**src/rtl/datatypes_globals_pkg.sv**
```systemverilog
// Project-wide payload types shared by the receiver-side datapath blocks.
package datatypes_globals_pkg;

    typedef logic [15:0] rtl_data_t;

endpackage

```
**src/rtl/vr_merge_pkg.sv**
```systemverilog
// Shared types for the valid/ready round-robin merge stage.
package vr_merge_pkg;

    typedef enum logic {
        IDLE   = 1'b0,
        LOCKED = 1'b1
    } vr_merge_state_t;

endpackage

```
**src/rtl/vr_sync_fifo.sv**
```systemverilog
// Per-channel synchronous FIFO with registered ready and occupancy.
// Storage is read combinationally so a word is presentable the cycle after it lands.
module vr_sync_fifo #(
    parameter type DATA_T = datatypes_globals_pkg::rtl_data_t,
    parameter int  DEPTH  = 4,
    parameter int  CNT_W  = $clog2(DEPTH + 1)
) (
    input  logic             clk,
    input  logic             reset_n,
    input  logic             push_valid,
    output logic             push_ready,
    input  DATA_T            push_data,
    input  logic             pop,
    output logic             empty,
    output DATA_T            head_data,
    output logic [CNT_W-1:0] count
);

    localparam int PTR_W = $clog2(DEPTH);

    DATA_T            mem_q [DEPTH];
    logic [PTR_W-1:0] wr_ptr_q;
    logic [PTR_W-1:0] rd_ptr_q;
    logic [CNT_W-1:0] count_q;
    logic [CNT_W-1:0] count_d;
    logic             ready_q;
    logic             push;

    assign push = push_valid && ready_q;

    always_comb begin
        count_d = count_q;
        if (push && !pop) begin
            count_d = count_q + CNT_W'(1);
        end else if (pop && !push) begin
            count_d = count_q - CNT_W'(1);
        end
    end

    // Ready looks at the post-edge count, so a full FIFO re-opens one cycle after a pop.
    always_ff @(posedge clk or negedge reset_n) begin
        if (!reset_n) begin
            wr_ptr_q <= '0;
            rd_ptr_q <= '0;
            count_q  <= '0;
            ready_q  <= 1'b0;
        end else begin
            if (push) begin
                wr_ptr_q <= wr_ptr_q + PTR_W'(1);
            end
            if (pop) begin
                rd_ptr_q <= rd_ptr_q + PTR_W'(1);
            end
            count_q <= count_d;
            ready_q <= (count_d < CNT_W'(DEPTH));
        end
    end

    always_ff @(posedge clk) begin
        if (push) begin
            mem_q[wr_ptr_q] <= push_data;
        end
    end

    assign push_ready = ready_q;
    assign empty      = (count_q == '0);
    assign head_data  = mem_q[rd_ptr_q];
    assign count      = count_q;

endmodule

```
**src/rtl/valid_ready_rr_merge.sv**
```systemverilog
// N-channel valid/ready merge: per-channel FIFOs whose heads are round-robin
// arbitrated onto one tagged output, holding the grant while backpressured.
module valid_ready_rr_merge
    import vr_merge_pkg::*;
#(
    parameter type DATA_T = datatypes_globals_pkg::rtl_data_t,
    parameter int  NUM_CH = 4,
    parameter int  DEPTH  = 4,
    parameter int  CH_W   = $clog2(NUM_CH),
    parameter int  CNT_W  = $clog2(DEPTH + 1)
) (
    input  logic              clk,
    input  logic              reset_n,
    input  logic [NUM_CH-1:0] in_valid,
    output logic [NUM_CH-1:0] in_ready,
    input  DATA_T             in_data [NUM_CH],
    output logic              out_valid,
    input  logic              out_ready,
    output DATA_T             out_data,
    output logic [CH_W-1:0]   out_ch,
    output logic [CNT_W-1:0]  fill_level [NUM_CH]
);

    vr_merge_state_t  state_q;
    vr_merge_state_t  state_d;
    logic [CH_W-1:0]  lock_ch_q;
    logic [CH_W-1:0]  lock_ch_d;
    logic [CH_W-1:0]  rr_ptr_q;
    logic [CH_W-1:0]  rr_ptr_d;
    logic [CH_W-1:0]  grant;
    logic             any_ne;
    logic             pop;
    logic [NUM_CH-1:0] empty_vec;
    logic [NUM_CH-1:0] pop_vec;
    DATA_T            head_data [NUM_CH];

    for (genvar gi = 0; gi < NUM_CH; gi++) begin : g_ch
        vr_sync_fifo #(
            .DATA_T (DATA_T),
            .DEPTH  (DEPTH),
            .CNT_W  (CNT_W)
        ) u_fifo (
            .clk        (clk),
            .reset_n    (reset_n),
            .push_valid (in_valid[gi]),
            .push_ready (in_ready[gi]),
            .push_data  (in_data[gi]),
            .pop        (pop_vec[gi]),
            .empty      (empty_vec[gi]),
            .head_data  (head_data[gi]),
            .count      (fill_level[gi])
        );

        assign pop_vec[gi] = pop && (out_ch == CH_W'(gi));
    end

    // Priority scan starting at rr_ptr and wrapping modulo NUM_CH.
    always_comb begin : p_scan
        int              idx;
        logic [CH_W-1:0] scan_ch;
        grant   = '0;
        any_ne  = 1'b0;
        idx     = 0;
        scan_ch = '0;
        for (int i = 0; i < NUM_CH; i++) begin
            idx = int'(rr_ptr_q) + i;
            if (idx >= NUM_CH) begin
                idx = idx - NUM_CH;
            end
            scan_ch = CH_W'(idx);
            if (!any_ne && !empty_vec[scan_ch]) begin
                any_ne = 1'b1;
                grant  = scan_ch;
            end
        end
    end

    always_comb begin
        state_d   = state_q;
        lock_ch_d = lock_ch_q;
        out_valid = any_ne;
        out_ch    = grant;
        case (state_q)
            IDLE: begin
                if (any_ne && !out_ready) begin
                    state_d   = LOCKED;
                    lock_ch_d = grant;
                end
            end
            LOCKED: begin
                out_valid = 1'b1;
                out_ch    = lock_ch_q;
                if (out_ready) begin
                    state_d = IDLE;
                end
            end
            default: state_d = IDLE;
        endcase
    end

    assign pop      = out_valid && out_ready;
    assign out_data = head_data[out_ch];

    always_comb begin
        rr_ptr_d = rr_ptr_q;
        if (pop) begin
            rr_ptr_d = (out_ch == CH_W'(NUM_CH - 1)) ? '0 : out_ch + CH_W'(1);
        end
    end

    always_ff @(posedge clk or negedge reset_n) begin
        if (!reset_n) begin
            state_q   <= IDLE;
            lock_ch_q <= '0;
            rr_ptr_q  <= '0;
        end else begin
            state_q   <= state_d;
            lock_ch_q <= lock_ch_d;
            rr_ptr_q  <= rr_ptr_d;
        end
    end

endmodule

```
**config.mk**
```make
export PLATFORM = sky130hd
export DESIGN_NAME = valid_ready_rr_merge
export DESIGN_NICKNAME = d
export VERILOG_FILES = /design/src/rtl/datatypes_globals_pkg.sv /design/src/rtl/vr_merge_pkg.sv /design/src/rtl/vr_sync_fifo.sv /design/src/rtl/valid_ready_rr_merge.sv
export SDC_FILE = /design/constraint.sdc
export NUM_CORES = 1
export LEC_CHECK = 0
export BUFFER_PORTS_ARGS = -buffer_cell sky130_fd_sc_hd__buf_2
export CAP_MARGIN = 15
export CELL_PAD_IN_SITES_DETAIL_PLACEMENT = 0
export CELL_PAD_IN_SITES_GLOBAL_PLACEMENT = 1
export CORE_MARGIN = 3
export CORE_UTILIZATION = 55
export CTS_CLUSTER_DIAMETER = 30
export DETAILED_ROUTE_END_ITERATION = 8
export GPL_ROUTABILITY_DRIVEN = 0
export HOLD_SLACK_MARGIN = 0.03
export PLACE_DENSITY = 0.87
export SETUP_SLACK_MARGIN = 0.5
export SLEW_MARGIN = 20
export SYNTH_ARGS = -nofsm -noshare
export SYNTH_HDL_FRONTEND = slang
export SYNTH_SLANG_ARGS = --single-unit
```
**constraint.sdc**
```tcl
create_clock -name clk -period 7.5 [get_ports clk]
set_clock_uncertainty 0.15 [all_clocks]
set_input_delay 1.5 -clock clk [delete_from_list [all_inputs] [get_ports clk]]
set_output_delay 1.5 -clock clk [all_outputs]
set_load 0.01 [all_outputs]
```
==> out/results.txt, run 1 <==
In this run the worst setup path terminates at out_data[7]. The layout-stage area growth over the synthesis result is 20.5%, and the area of the core is 0.0214 mm2. The tool flagged a number of max-cap violations equal to 0.

The run gives 6,915 as the detailed-route via count. The worst register-to-register path begins at g_ch[2].u_fifo.count[0]. For the final-report setup violation count, the log shows 0.

The cell row count is 53, and the average footprint of a synthesized cell is 17.7 um2. The number of sinks on the clock net is 293. The proportion of total power due to net switching is 0.330, and the synthesized cell area is 0.0122 mm2.

The pre-antenna-repair detailed-routing pass consisted of 6 iterations. The net count of the finished layout came out at 930. The total half-perimeter wirelength after legalization and detailed placement was 17,400 um.

Setup repair after global routing left no endpoint under its margin. The tools report the static leakage as 5.50 nW. The setup TNS after final layout was 0 ns; the overall power consumption was 6.89 mW.

The proportion of power drawn by combinational gates came out at 0.287. After clock tree synthesis, the clock-pin slew on the worst setup and hold paths is 0.05 ns. The count of routing violations after the opening detailed-route iteration was 633; the total of cells resized after clock tree synthesis was 0. Leading register cell type out of synthesis: edfxtp_1. The number of hold buffers added after CTS was 0.

The worst setup slack for register-to-register paths was 3.60 ns. Data on the critical path is required at its endpoint by 5.85 ns. The count of buffers added on input and output ports is 105. STA classifies the critical path startpoint as a flip-flop. Slew at the pin closest to its max-slew limit: 1.03 ns. After detailed routing, the number of vias per cell comes to 6.08. The count of final max-slew check failures is 0. The portion of total power attributed to sequential cells is 0.359. Count of flip-flops with a built-in enable after synthesis: 256. The share of synthesized flip-flops with an asynchronous set or reset was 0.126. The number of inserted filler cells in the final layout came out at 1,309.

The number of antenna violations at the first check in global routing was 8. The net switching component of the power is 2.28 mW, and the final routed wire length divided by cell count is 25.2 um. Walking the worst path, the cells encountered are inv_1 -> ha_1 -> nor2b_1 -> o21bai_1 -> o211ai_1 -> and2_1 -> buf_4 -> clkinv_4 -> nand2_1 -> a32oi_1 -> buf_2.

Number of storage elements in the synthesis netlist: 293. In the final layout, flip-flops and latches occupy 0.00862 mm2. Global route total overflow: 0. The number of cells traversed by the worst hold path was 2.

The worst setup timing slack at the placement stage was 3.16 ns; the maximum single-stage delay on the critical path was 0.42 ns. In this run the worst path has a maximum fanout of 35. The internal portion of the total power is 4.61 mW. Static timing analysis puts the maximum clock frequency at 201 MHz. The clock power share came out at 0.354. The die width was 155 um; the synthesized netlist net count was 802. In this run the post-CTS setup repair buffer count came out at 0. The number of global-route vias before repair was 7,250; the final critical-path share of the clock period was 0.664. After technology mapping, the gate count stands at 691.

The master of the slowest instance on the critical path is dfrtp_1. The logs give 0.00327 mm2 for the area taken by multi-input logic gates and 0.704 for the register area share after synthesis. The later pin in the worst-skew pair is clocked with a latency of 0.53 ns. The logs give 0.571 for the effective utilization at floorplan and 106 for the I/O pin total. The tools report the beginning of the critical path as g_ch[2].u_fifo.count[0]. Remaining max-slew budget at the tightest pin: 0.314.

By startpoint and endpoint, the worst setup path is classified as flip-flop to output port. The flow ran to the end, and the final reports show no timing, DRC or antenna violations. TritonCTS built the clock tree. For the total routed wirelength, the log shows 28,600 um.

The worst setup path is captured at an output port. The setup slack after layout is 2.52 ns, and the total global-route track usage is 0.244. During synthesis, Yosys emitted a total of 0 warnings. For this run, design rule violations remaining after detail routing come to 0. The clock tree synthesis step divided the H-tree into 2 levels. The number of cells on the worst reg-to-reg path is 15. The die height was 155 um; the unique cell type count in the Yosys netlist was 40. The data arrival time of the critical path was 3.33 ns; the time the worst path needs with I/O delays and setup was 4.98 ns.

Type of the tightest min-delay check: flip-flop to flip-flop. The largest net degree at the start of global routing is 38. Buffer cell driving the clock tree root: clkbuf_16. For the maximum buffer depth of the clock tree, the log shows 3.

The worst-case IR drop observed on VDD is 0.373 mV. The areal power density over the cells was 467 mW/mm2; the final non-filler cell area was 0.0147 mm2. For the cell area after placement, the log shows 0.0129 mm2. Once detail routing completed, the nets flagged for antenna violations numbered 0. Worst flop-to-flop path endpoint: g_ch[3].u_fifo.push_ready. The die covers 0.0241 mm2. The first global-routing pass estimated 44,000 um of wire. The fraction of final layout cells with drive strength greater than 1 came out at 0.325. The total clock buffers created by CTS came out at 49. The number of endpoints with negative hold slack in the final report is 0.
## cells in the mapped netlist, types with 5 or more instances
cell      number  share of area
edfxtp_1     256           0.63
nand2_1       76          0.023
mux4_2        64           0.12
ha_1          40          0.041
dfrtp_1       37          0.076
inv_1         34          0.010
a21oi_1       26          0.011
o21ai_0       19         0.0078
a32oi_1       16          0.011
and3_1        16         0.0082
buf_2         14         0.0057
xnor2_1       13         0.0093
nor2_1        12         0.0037
buf_4          7         0.0043
buf_6          7         0.0064
nand2b_1       5         0.0026
nor2b_1        5         0.0026
## through the flow
stage	std cells	hold WS, ns	utilization
after global routing	1135	0.374	0.688
after detailed placement	1043	0.336	0.603
after floorplan	691	0.300	-
after global placement	1043	0.317	0.603
final	1137	0.347	0.688
after CTS	1133	0.346	0.688
## power groups by stage
stage | logic, mW | registers, mW | clock network [mW]
detailed placement | 1.94 | 2.49 | 0
global route | 2.13 | 2.53 | 2.53
floorplan | 1.49 | 2.29 | 0
CTS | 1.98 | 2.48 | 2.46
global placement | 1.89 | 2.46 | 0
finish | 1.98 | 2.47 | 2.44
## worst min-delay path by stage
stage / start / end / slack, ns
floorplan: lock_ch_q[0] / lock_ch_q[0] / 0.30
global placement: lock_ch_q[1] / lock_ch_q[1] / 0.32
detailed placement: lock_ch_q[1] / lock_ch_q[1] / 0.34
CTS: lock_ch_q[1] / lock_ch_q[1] / 0.35
global route: lock_ch_q[1] / lock_ch_q[1] / 0.37
finish: lock_ch_q[1] / lock_ch_q[1] / 0.35
## placed cells by master (no fill, tap or decap), types with 5 or more instances in the layout
| cell | count |
|---|---|
| nor2_1 | 12 |
| xnor2_1 | 13 |
| clkinv_2 | 7 |
| bufinv_16 | 11 |
| clkbuf_16 | 50 |
| inv_6 | 6 |
| inv_1 | 34 |
| nand2b_1 | 5 |
| and3_1 | 16 |
| buf_2 | 105 |
| nor2b_1 | 5 |
| dfrtp_1 | 34 |
| a21oi_1 | 26 |
| edfxtp_1 | 256 |
| mux4_2 | 64 |
| a32oi_1 | 16 |
| ha_1 | 40 |
| nand2_1 | 76 |
| clkinv_4 | 5 |
| o21ai_0 | 19 |
## area by class of cell
| type | count | area share |
|---|---|---|
| antenna | 4 | 0.000679 |
| clock buffer | 53 | 0.0863 |
| clock inverter | 37 | 0.0367 |
| inverter | 35 | 0.00925 |
| multi-input combinational | 331 | 0.222 |
| sequential | 293 | 0.584 |
| tap | 275 | 0.0233 |
| timing repair buffer | 109 | 0.0377 |
## routing by layer
layer | GRT usage | share of wire | vias up | routed length (um)
met5 | 0 | 0.0032 | - | 92
met4 | 0.106 | 0.041 | 12 | 1170
met3 | 0.0604 | 0.088 | 81 | 2530
met2 | 0.397 | 0.50 | 357 | 14200
met1 | 0.318 | 0.37 | 3506 | 10600
li1 | - | - | 2959 | -
## cells by family (layout without fill, tap and decap cells)
family	count (synthesis)	after routing	share of synthesized area
buf+inv	67	234	0.0288
compound gates	77	77	0.0404
mux	65	65	0.119
other cells	0	4	0
xor+xnor	16	16	0.0115
flops	293	293	0.704
simple gates	133	133	0.0555
fa+ha+maj	40	40	0.0409
## worst max-delay path, delay by kind of cell, from the launching register on
kind,cells,cell delay [ns]
fa+ha+maj,1,0.19
buf+inv,4,1.06
compound gates,3,0.46
flops,1,0.42
simple gates,3,0.64
## sequential cells by signal (all words and copies together) (netlist names), named ones only
register,count
g_ch.u_fifo.mem_q,256
g_ch.u_fifo.count,8
g_ch.u_fifo.rd_ptr_q,8
g_ch.u_fifo.wr_ptr_q,8
g_ch.u_fifo.push_ready,4
lock_ch_q,2
rr_ptr_q,2
state_q,1
No activity file was read; power rests on OpenSTA's default activity.
==> run 2: changes to the inputs <==
--- a/config.mk
+++ b/config.mk
@@ -5,17 +5,18 @@
 export SDC_FILE = /design/constraint.sdc
 export NUM_CORES = 1
 export LEC_CHECK = 0
+export ABC_AREA = 1
 export BUFFER_PORTS_ARGS = -buffer_cell sky130_fd_sc_hd__buf_2
 export CAP_MARGIN = 15
 export CELL_PAD_IN_SITES_DETAIL_PLACEMENT = 0
 export CELL_PAD_IN_SITES_GLOBAL_PLACEMENT = 1
 export CORE_MARGIN = 3
-export CORE_UTILIZATION = 55
+export CORE_UTILIZATION = 44
 export CTS_CLUSTER_DIAMETER = 30
 export DETAILED_ROUTE_END_ITERATION = 8
 export GPL_ROUTABILITY_DRIVEN = 0
 export HOLD_SLACK_MARGIN = 0.03
-export PLACE_DENSITY = 0.87
+export PLACE_DENSITY = 0.78
 export SETUP_SLACK_MARGIN = 0.5
 export SLEW_MARGIN = 20
 export SYNTH_ARGS = -nofsm -noshare
==> constraint.sdc (replaced) <==
create_clock -name clk -period 4.13 [get_ports clk]
set_clock_uncertainty 0.15 [all_clocks]
set_input_delay 0.826 -clock clk [delete_from_list [all_inputs] [get_ports clk]]
set_output_delay 0.826 -clock clk [all_outputs]
set_load 0.01 [all_outputs]
==> out/results.txt, run 2 <==
The total routed wirelength is 32,300 um (was 28,600 um). Register bank with the most flops: g_ch.u_fifo.mem_q (unchanged). The count of final max-slew check failures was 0 (unchanged).

The count of buffers from port buffering is 105 (unchanged), and the count of flip-flops with a built-in enable after synthesis is 256 (unchanged). Final routed wire length divided by cell count: 19.3 um (was 25.2 um). The number of antenna violations at the first check in global routing came out at 0 (was 8). The library cell with the largest summed area after synthesis is edfxtp_1 (unchanged). Buffer cell driving the clock tree root: clkbuf_16 (unchanged). Leading cell types in the layout, fill and taps excluded: edfxtp_1 (256), nand2_1 (244), buf_2 (98) (was edfxtp_1 (256), buf_2 (105), nand2_1 (76)).

The synthesized netlist net count came out at 1,188 (was 802). The proportion of total power due to net switching came out at 0.388 (was 0.330). TritonCTS built the clock tree.

Cells along the critical path: inv_2 -> ha_4 -> nand3_2 -> nand3_1 -> nand2_1 -> inv_1 -> nand3_2 -> nand2_4 -> clkinv_8 -> nand2_4 -> nand2_8 -> nand2_1 -> nand3_1 -> nand2_2 -> buf_2 (was inv_1 -> ha_1 -> nor2b_1 -> o21bai_1 -> o211ai_1 -> and2_1 -> buf_4 -> clkinv_4 -> nand2_1 -> a32oi_1 -> buf_2). Internal power summed over all cells: 9.51 mW (was 4.61 mW). The register area share after synthesis came out at 0.672 (was 0.704).

The class of the most critical setup path was flip-flop to output port (unchanged). Synth top area cells: edfxtp_1 (60%), nand2_1 (8.2%), dfrtp_1 (7.2%) (was edfxtp_1 (63%), mux4_2 (12%), dfrtp_1 (7.6%)). The count of nets left with antenna violations after detail routing was 0 (unchanged). The met1 wire length is 13,600 um (was 10,600 um). For the number of synthesis warnings, the log shows 0 (unchanged). The fraction of final layout cells with drive strength greater than 1 was 0.305 (was 0.325). The die width was 177 um (was 155 um); the final-report setup violation count was 0 (unchanged).

The run gives 0.0128 mm2 (was 0.0122 mm2) as the synthesized cell area. The area share of the leading cell type in the synthesized netlist was 0.600 (was 0.628); the largest net degree at the start of global routing was 38 (unchanged). The logs give 106 (unchanged) for the I/O pin total and 15,300 um (was 14,200 um) for the met2 wire length. The run gives 61 (was 49) as the total clock buffers created by CTS.

Final critical-path share of the clock period: 0.883. The number of maximum-capacitance violations came out at 0 (unchanged). The uppermost metal layer occupied by signal nets is met4 (was met5). The leading register cell type out of synthesis was edfxtp_1 (unchanged). The logic depth of the worst register-to-register path was 21 (was 15); the wire length on met3 was 2450 um (was 2530 um). The number of sinks on the clock net was 293 (unchanged). Total inserted antenna cells: 0 (was 4). The tools report the later-pin clock latency in the skew report as 0.58 ns (was 0.53 ns). Setup repair after global routing could not meet its margin everywhere. The tools report the number of endpoints with negative hold slack in the final report as 0 (unchanged).

The clock slew seen by the registers of the worst setup and hold paths came out at 0.05 ns (about the same). The detailed-router iteration count before antenna repair was 5 (was 6); the static leakage was 6.58 nW (was 5.50 nW). Wire length of the first global-routing pass: 48,600 um (was 44,000 um). Static timing analysis puts the maximum clock frequency at 274 MHz.

Post-detailed-route via-to-cell ratio: 5.33 (was 6.08). The proportion of power drawn by combinational gates was 0.418 (was 0.287); the effective utilization at floorplan was 0.454 (was 0.571). The run gives 0.318 (was 0.314) as the remaining max-slew budget at the tightest pin.

The maximum single-stage delay on the critical path was 0.40 ns (was 0.42 ns). The smallest clock period supported by the final layout is computed as 3.65 ns. The average footprint of a synthesized cell is 11.9 um2 (was 17.7 um2). The share of synthesized flip-flops with an asynchronous set or reset came out at 0.126 (unchanged). The tools report the source of the worst register-to-register timing path as g_ch[0].u_fifo.count[1] (was g_ch[2].u_fifo.count[0]). For the net switching component of the power, the log shows 6.02 mW (was 2.28 mW). For the count of routing violations after the opening detailed-route iteration, the log shows 886 (was 633). The layout-stage area growth over the synthesis result was 30.5% (was 20.5%); the total die area was 0.0312 mm2 (was 0.0241 mm2). The maximum buffer depth of the clock tree is 3 (unchanged), and the clock power share is 0.318 (was 0.354). The number of global-route vias before repair is 8,569 (was 7,250). The number of inserted filler cells in the final layout was 2,260 (was 1,309). The tools report the kind of end point of the critical path as an output port (unchanged). Top cell types by occurrence after synthesis: nand2_1 (281), edfxtp_1 (256), nand3_1 (96) (was edfxtp_1 (256), nand2_1 (76), mux4_2 (64)). The net count of the finished layout was 1,357 (was 930); the number of storage elements in the synthesis netlist was 293 (unchanged). The portion of total power attributed to sequential cells is 0.263 (was 0.359). The worst setup slack for register-to-register paths is 0.80 ns (was 3.60 ns), and the area taken by multi-input logic gates is 0.00417 mm2 (was 0.00327 mm2). The post-detailed-route DRC marker count is 0 (unchanged), and the total half-perimeter wirelength after legalization and detailed placement is 20,200 um (was 17,400 um). The unique cell type count in the Yosys netlist was 29 (was 40).

The run gives 0.608 ns (was 3.16 ns) as the worst setup timing slack at the placement stage. The cell with the most instances after synthesis is nand2_1 (was edfxtp_1). The leading cell type in the layout, fill and taps excluded is edfxtp_1 (unchanged). The number of H-tree levels was 2 (unchanged); the flip-flop count of the largest register after layout was 256 (unchanged). The areal power density over the cells was 929 mW/mm2 (was 467 mW/mm2).

The area taken by flip-flops and latches was 0.00862 mm2 (about the same). The maximum fanout count along the critical path was 7 (was 35). The maximum resistive drop on vdd was 0.539 mV (was 0.373 mV); the cell row count was 61 (was 53).

The data arrival time of the critical path was 2.67 ns (was 3.33 ns). The die height came out at 177 um (was 155 um). The run gives 0 (unchanged) as the hold buffer count at CTS. For the area of the core, the log shows 0.0282 mm2 (was 0.0214 mm2). Total global-route track usage: 0.202 (was 0.244). The run gives 0 ns (unchanged) as the setup TNS after final layout. For the instance count of the mapped netlist, the log shows 1,077 (was 691). The slew at the pin closest to its max-slew limit works out to 1.02 ns (was 1.03 ns). For the setup slack after layout, the log shows 0.484 ns (was 2.52 ns). The tools report the element type at the critical path start as a flip-flop (unchanged).

Master of the slowest instance on the critical path: dfrtp_1 (unchanged). Type of the tightest min-delay check: input port to async pin (was flip-flop to flip-flop). The tools report the detailed-route via count as 8,942 (was 6,915). The run gives 3.15 ns (was 5.85 ns) as the required time of the critical path.

The run finished with clean final reports. The global route total overflow is 0 (unchanged).
## run 2: cell count changes after synthesis, sizes merged, moves of 46 or more
cell	before	now
nand3	4	101
nand2	80	288
mux4	64	0
a21oi	26	72
a32o	0	64
inv	34	82
## run 2: how the worst max path moves through the flow
| stage | from | depth (start not counted) | slack [ns] | end |
|---|---|---|---|---|
| 2_1_floorplan | g_ch[3].u_fifo.count[0] | 21 | 1.11 | flip-flop |
| 5_1_grt | g_ch[0].u_fifo.count[1] | 15 | 0.36 | out_data[0] |
| 4_1_cts | g_ch[0].u_fifo.count[1] | 16 | 0.50 | out_data[3] |
| 3_3_place_gp | g_ch[0].u_fifo.count[0] | 15 | 0.67 | out_data[5] |
| 3_5_place_dp | g_ch[0].u_fifo.count[0] | 22 | 0.61 | flip-flop |
| 6_report | g_ch[0].u_fifo.count[1] | 15 | 0.48 | out_data[0] |
## run 2: logic make-up (layout without fill, tap and decap cells)
| kind of cell | count (synthesis) | count (layout) | synth area share |
|---|---|---|---|
| XOR/XNOR | 12 | 12 | 0.00820 |
| buffers and inverters | 139 | 352 | 0.0454 |
| AO/OA/AOI/OAI | 173 | 173 | 0.0960 |
| AND/OR/NAND/NOR | 420 | 429 | 0.140 |
| flip-flops | 293 | 293 | 0.672 |
| adder cells (fa/ha/maj) | 40 | 40 | 0.0390 |
## run 2: repair_timing
item | in CTS | in global routing
pin swaps | 13 | 37
hold endpoints to repair | 0 | 0
gates cloned | 5 | 4
endpoints found under the setup margin | 17 | 19
buffers inserted | 11 | 17
resized for setup | 57 | 75
## run 2: worst max-delay path: cells and delay by family (launching register included)
| kind | cells | cell delay (ns) |
|---|---|---|
| AND/OR/NAND/NOR | 10 | 1.08 |
| flip-flops | 1 | 0.40 |
| buffers and inverters | 4 | 0.45 |
| adder cells (fa/ha/maj) | 1 | 0.16 |
## run 2: layer usage
| layer | track usage | vias up |
|---|---|---|
| met5 | 0 | - |
| met4 | 0.0750 | 0 |
| met3 | 0.0453 | 64 |
| met2 | 0.318 | 335 |
| met1 | 0.278 | 4327 |
| li1 | - | 4216 |
## run 2: power by group through the flow
stage / Sequential, mW / Clock [mW] / Combinational [mW]
final: 4.09 / 4.94 / 6.50
after global routing: 4.14 / 5.18 / 7.04
after CTS: 4.09 / 5.00 / 5.69
after detailed placement: 4.13 / 0 / 5.11
after global placement: 4.12 / 0 / 5.10
after floorplan: 4.09 / 0 / 3.41
## run 2: final cells by class
| cell class | instances | share of cell area |
|---|---|---|
| clock buffers | 70 | 0.0945 |
| clock inverters | 46 | 0.0339 |
| inverters | 82 | 0.0200 |
| multi-input cells | 654 | 0.249 |
| flip-flops and latches | 293 | 0.515 |
| well taps | 378 | 0.0283 |
| repair buffers | 154 | 0.0589 |
## run 2: per-stage QoR
stage / std cells / utilization / cell area (um2) / total power, mW / hold slack, ns
floorplan: 1077 / - / 12800 / 7.50 / 0.292
global placement: 1524 / 0.486 / 13700 / 9.21 / 0.311
detailed placement: 1524 / 0.486 / 13700 / 9.24 / 0.319
CTS: 1656 / 0.575 / 16200 / 14.8 / 0.282
global route: 1677 / 0.592 / 16700 / 16.4 / 0.298
finish: 1677 / 0.592 / 16700 / 15.5 / 0.263
==> run 3: changes to the inputs <==
--- a/config.mk
+++ b/config.mk
@@ -11,12 +11,12 @@
 export CELL_PAD_IN_SITES_DETAIL_PLACEMENT = 0
 export CELL_PAD_IN_SITES_GLOBAL_PLACEMENT = 1
 export CORE_MARGIN = 3
-export CORE_UTILIZATION = 44
+export CORE_UTILIZATION = 48
 export CTS_CLUSTER_DIAMETER = 30
 export DETAILED_ROUTE_END_ITERATION = 8
 export GPL_ROUTABILITY_DRIVEN = 0
 export HOLD_SLACK_MARGIN = 0.03
-export PLACE_DENSITY = 0.78
+export PLACE_DENSITY = 0.81
 export SETUP_SLACK_MARGIN = 0.5
 export SLEW_MARGIN = 20
 export SYNTH_ARGS = -nofsm -noshare
==> constraint.sdc (replaced) <==
create_clock -name clk -period 3.9 [get_ports clk]
set_clock_uncertainty 0.15 [all_clocks]
set_input_delay 0.78 -clock clk [delete_from_list [all_inputs] [get_ports clk]]
set_output_delay 0.78 -clock clk [all_outputs]
set_load 0.01 [all_outputs]
==> out/results.txt, run 3 (synthesized netlist as in run 2, its figures left out) <==
The run finished with clean final reports. Number of maximum-capacitance violations: 0 (unchanged). The clock slew seen by the registers of the worst setup and hold paths came out at 0.05 ns (about the same). Source of the worst register-to-register timing path: g_ch[1].u_fifo.count[1] (was g_ch[0].u_fifo.count[1]).

The final routed wire length divided by cell count is 19.0 um (was 19.3 um), and the slew at the pin closest to its max-slew limit is 0.997 ns (was 1.02 ns). The run gives 2 (unchanged) as the number of H-tree levels. The maximum resistive drop on vdd is 0.480 mV (was 0.539 mV). The leading cell type in the layout, fill and taps excluded is edfxtp_1 (unchanged). The met2 wire length was 15,000 um (was 15,300 um). The tools report the capturing element of the worst setup path as out_data[5] (was out_data[0]).

For the detailed-route via count, the log shows 8,891 (was 8,942). The cell row count came out at 59 (was 61). Cells along the critical path: inv_2 -> ha_4 -> nand3_1 -> nand3_1 -> nand2_2 -> nor2_4 -> nand3_2 -> nand2_2 -> inv_4 -> nand2_8 -> buf_12 -> clkbuf_16 -> nand3_2 -> nand3_2 -> nand2_2 -> buf_6 (was inv_2 -> ha_4 -> nand3_2 -> nand3_1 -> nand2_1 -> inv_1 -> nand3_2 -> nand2_4 -> clkinv_8 -> nand2_4 -> nand2_8 -> nand2_1 -> nand3_1 -> nand2_2 -> buf_2). Leading cell types in the layout, fill and taps excluded: edfxtp_1 (256), nand2_1 (253), buf_2 (90) (was edfxtp_1 (256), nand2_1 (244), buf_2 (98)).

For the wire length on met3, the log shows 2310 um (was 2450 um). The fraction of the core area covered by cells at the end of the flow is 0.630 (was 0.592). Beginning of the critical path: g_ch[1].u_fifo.count[1] (was g_ch[0].u_fifo.count[1]). The run gives 0 (unchanged) as the count of nets left with antenna violations after detail routing. The total die area is 0.0287 mm2 (was 0.0312 mm2), and the layout-stage area growth over the synthesis result is 28.5% (was 30.5%). The tools report the number of sinks on the clock net as 293 (unchanged). The post-route worst hold slack is 0.232 ns (was 0.263 ns), and the setup TNS after final layout is 0 ns (unchanged). Met1 wire length: 13,000 um (was 13,600 um). The static leakage was 6.54 nW (was 6.58 nW); the required time of the critical path was 2.97 ns (was 3.15 ns).

Total global-route track usage: 0.209 (was 0.202). Number of global-route vias before repair: 8,391 (was 8,569). The global route total overflow came out at 0 (unchanged). The total routed wirelength was 31,000 um (was 32,300 um).

The number of endpoints with negative hold slack in the final report is 0 (unchanged). The post-detailed-route via-to-cell ratio is 5.44 (was 5.33). The master of the slowest instance on the critical path was dfrtp_1 (unchanged).

The maximum fanout count along the critical path came out at 6 (was 7). The class of the most critical setup path is flip-flop to output port (unchanged). The total half-perimeter wirelength after legalization and detailed placement came out at 19,200 um (was 20,200 um). The flip-flop count of the largest register after layout is 256 (unchanged). Kind of end point of the critical path: an output port (unchanged).

The die width is 169 um (was 177 um), and the die height is 169 um (was 177 um). The final critical-path share of the clock period was 0.913; the areal power density over the cells was 959 mW/mm2 (was 929 mW/mm2). Maximum single-stage delay on the critical path: 0.39 ns (was 0.40 ns).

The worst setup slack for register-to-register paths was 0.54 ns (was 0.80 ns). The register bank with the most flops is g_ch.u_fifo.mem_q (unchanged). The net count of the finished layout was 1,364 (was 1,357); the largest net degree at the start of global routing was 38 (unchanged). The logs give 0.0261 mm2 (was 0.0282 mm2) for the area of the core and 0.335 (was 0.318) for the remaining max-slew budget at the tightest pin.

The post-detailed-route DRC marker count came out at 0 (unchanged). The total inserted antenna cells is 0 (unchanged), and the logic depth of the worst register-to-register path is 21 (unchanged). TritonCTS built the clock tree. Buffer cell driving the clock tree root: clkbuf_16 (unchanged). For the final-report setup violation count, the log shows 0 (unchanged). Element type at the critical path start: a flip-flop (unchanged). The wire length of the first global-routing pass was 46,600 um (was 48,600 um). The count of final max-slew check failures was 0 (unchanged); the number of inserted filler cells in the final layout was 1,944 (was 2,260). Setup repair after global routing could not meet its margin everywhere. The data arrival time of the critical path was 2.63 ns (was 2.67 ns). Type of the tightest min-delay check: input port to async pin (unchanged). The logs give 906 (was 886) for the count of routing violations after the opening detailed-route iteration and 56 (was 61) for the total clock buffers created by CTS. The fraction of final layout cells with drive strength greater than 1 came out at 0.294 (was 0.305).

The maximum buffer depth of the clock tree was 3 (unchanged). Uppermost metal layer occupied by signal nets: met4 (unchanged). The run gives 5 (unchanged) as the detailed-router iteration count before antenna repair. Based on the critical path, the design can be clocked at up to 281 MHz. The number of antenna violations at the first check in global routing is 0 (unchanged), and the hold buffer count at CTS is 0 (unchanged). The time the worst path needs with I/O delays and setup is 3.56 ns, and the count of buffers from port buffering is 105 (unchanged). The run gives 106 (unchanged) as the I/O pin total. Later-pin clock latency in the skew report: 0.55 ns (was 0.58 ns). The effective utilization at floorplan was 0.491 (was 0.454).
## run 3: cell count changes in the layout (fill, tap and decap cells not counted), sizes merged
cell and change:
bufinv -6, clkinv +3, clkbuf -6, inv +4
nand2 -8, clkinvlp -6, buf +19
## run 3: worst min-delay path by stage
stage                                 end  slack (ns)  cells after the start
2_1_floorplan                lock_ch_q[1]        0.29                      2
3_3_place_gp                 lock_ch_q[1]        0.30                      2
3_5_place_dp                 lock_ch_q[1]        0.31                      2
4_1_cts         g_ch[3].u_fifo.push_ready        0.25                      1
5_1_grt        g_ch[3].u_fifo.mem_q[0][9]        0.27                      1
6_report       g_ch[3].u_fifo.wr_ptr_q[1]        0.23                      1
## run 3: critical path: cells and delay by family, from the launching register on
| kind | cells | cell delay [ns] |
|---|---|---|
| AND/OR/NAND/NOR | 10 | 1.01 |
| buffers and inverters | 5 | 0.54 |
| flip-flops | 1 | 0.39 |
| adder cells (fa/ha/maj) | 1 | 0.14 |
## run 3: per-layer routing
layer / GRT usage / vias to the layer above
met4: 0.0626 / 0
li1: - / 4217
met5: 0 / -
met3: 0.0438 / 51
met2: 0.339 / 324
met1: 0.289 / 4299
## run 3: area by class of cell
class / instances / area [um2] / area share
Inverter: 82 / 318 / 0.0193
Sequential cell: 293 / 8620 / 0.523
Timing Repair Buffer: 174 / 1230 / 0.0745
Clock inverter: 41 / 348 / 0.0211
Tap cell: 335 / 419 / 0.0254
Multi-Input combinational cell: 646 / 4100 / 0.249
Clock buffer: 63 / 1450 / 0.0879
## run 3: repair_timing
| action | CTS | global route |
|---|---|---|
| setup buffers | 26 | 9 |
| gates cloned | 2 | 2 |
| setup endpoints to repair | 18 | 26 |
| pin swaps | 41 | 45 |
| resized for setup | 89 | 54 |
## run 3: report_power, final
group | total, mW | switching, mW | internal (mW)
registers | 4.33 | 0.233 | 4.10
logic | 7.02 | 4.27 | 2.75
clock network | 4.45 | 1.62 | 2.83
total | 15.8 | 6.12 | 9.68
## run 3: metrics by stage
stage               setup WS [ns]  power [mW]  area [um2]  cells
global placement            0.557        9.67       13700   1491
detailed placement          0.521        9.72       13700   1491
global route                0.229        16.7       16500   1634
finish                      0.338        15.8       16500   1634
floorplan                   0.876        7.94       12800   1077
CTS                         0.405        15.3       16100   1623
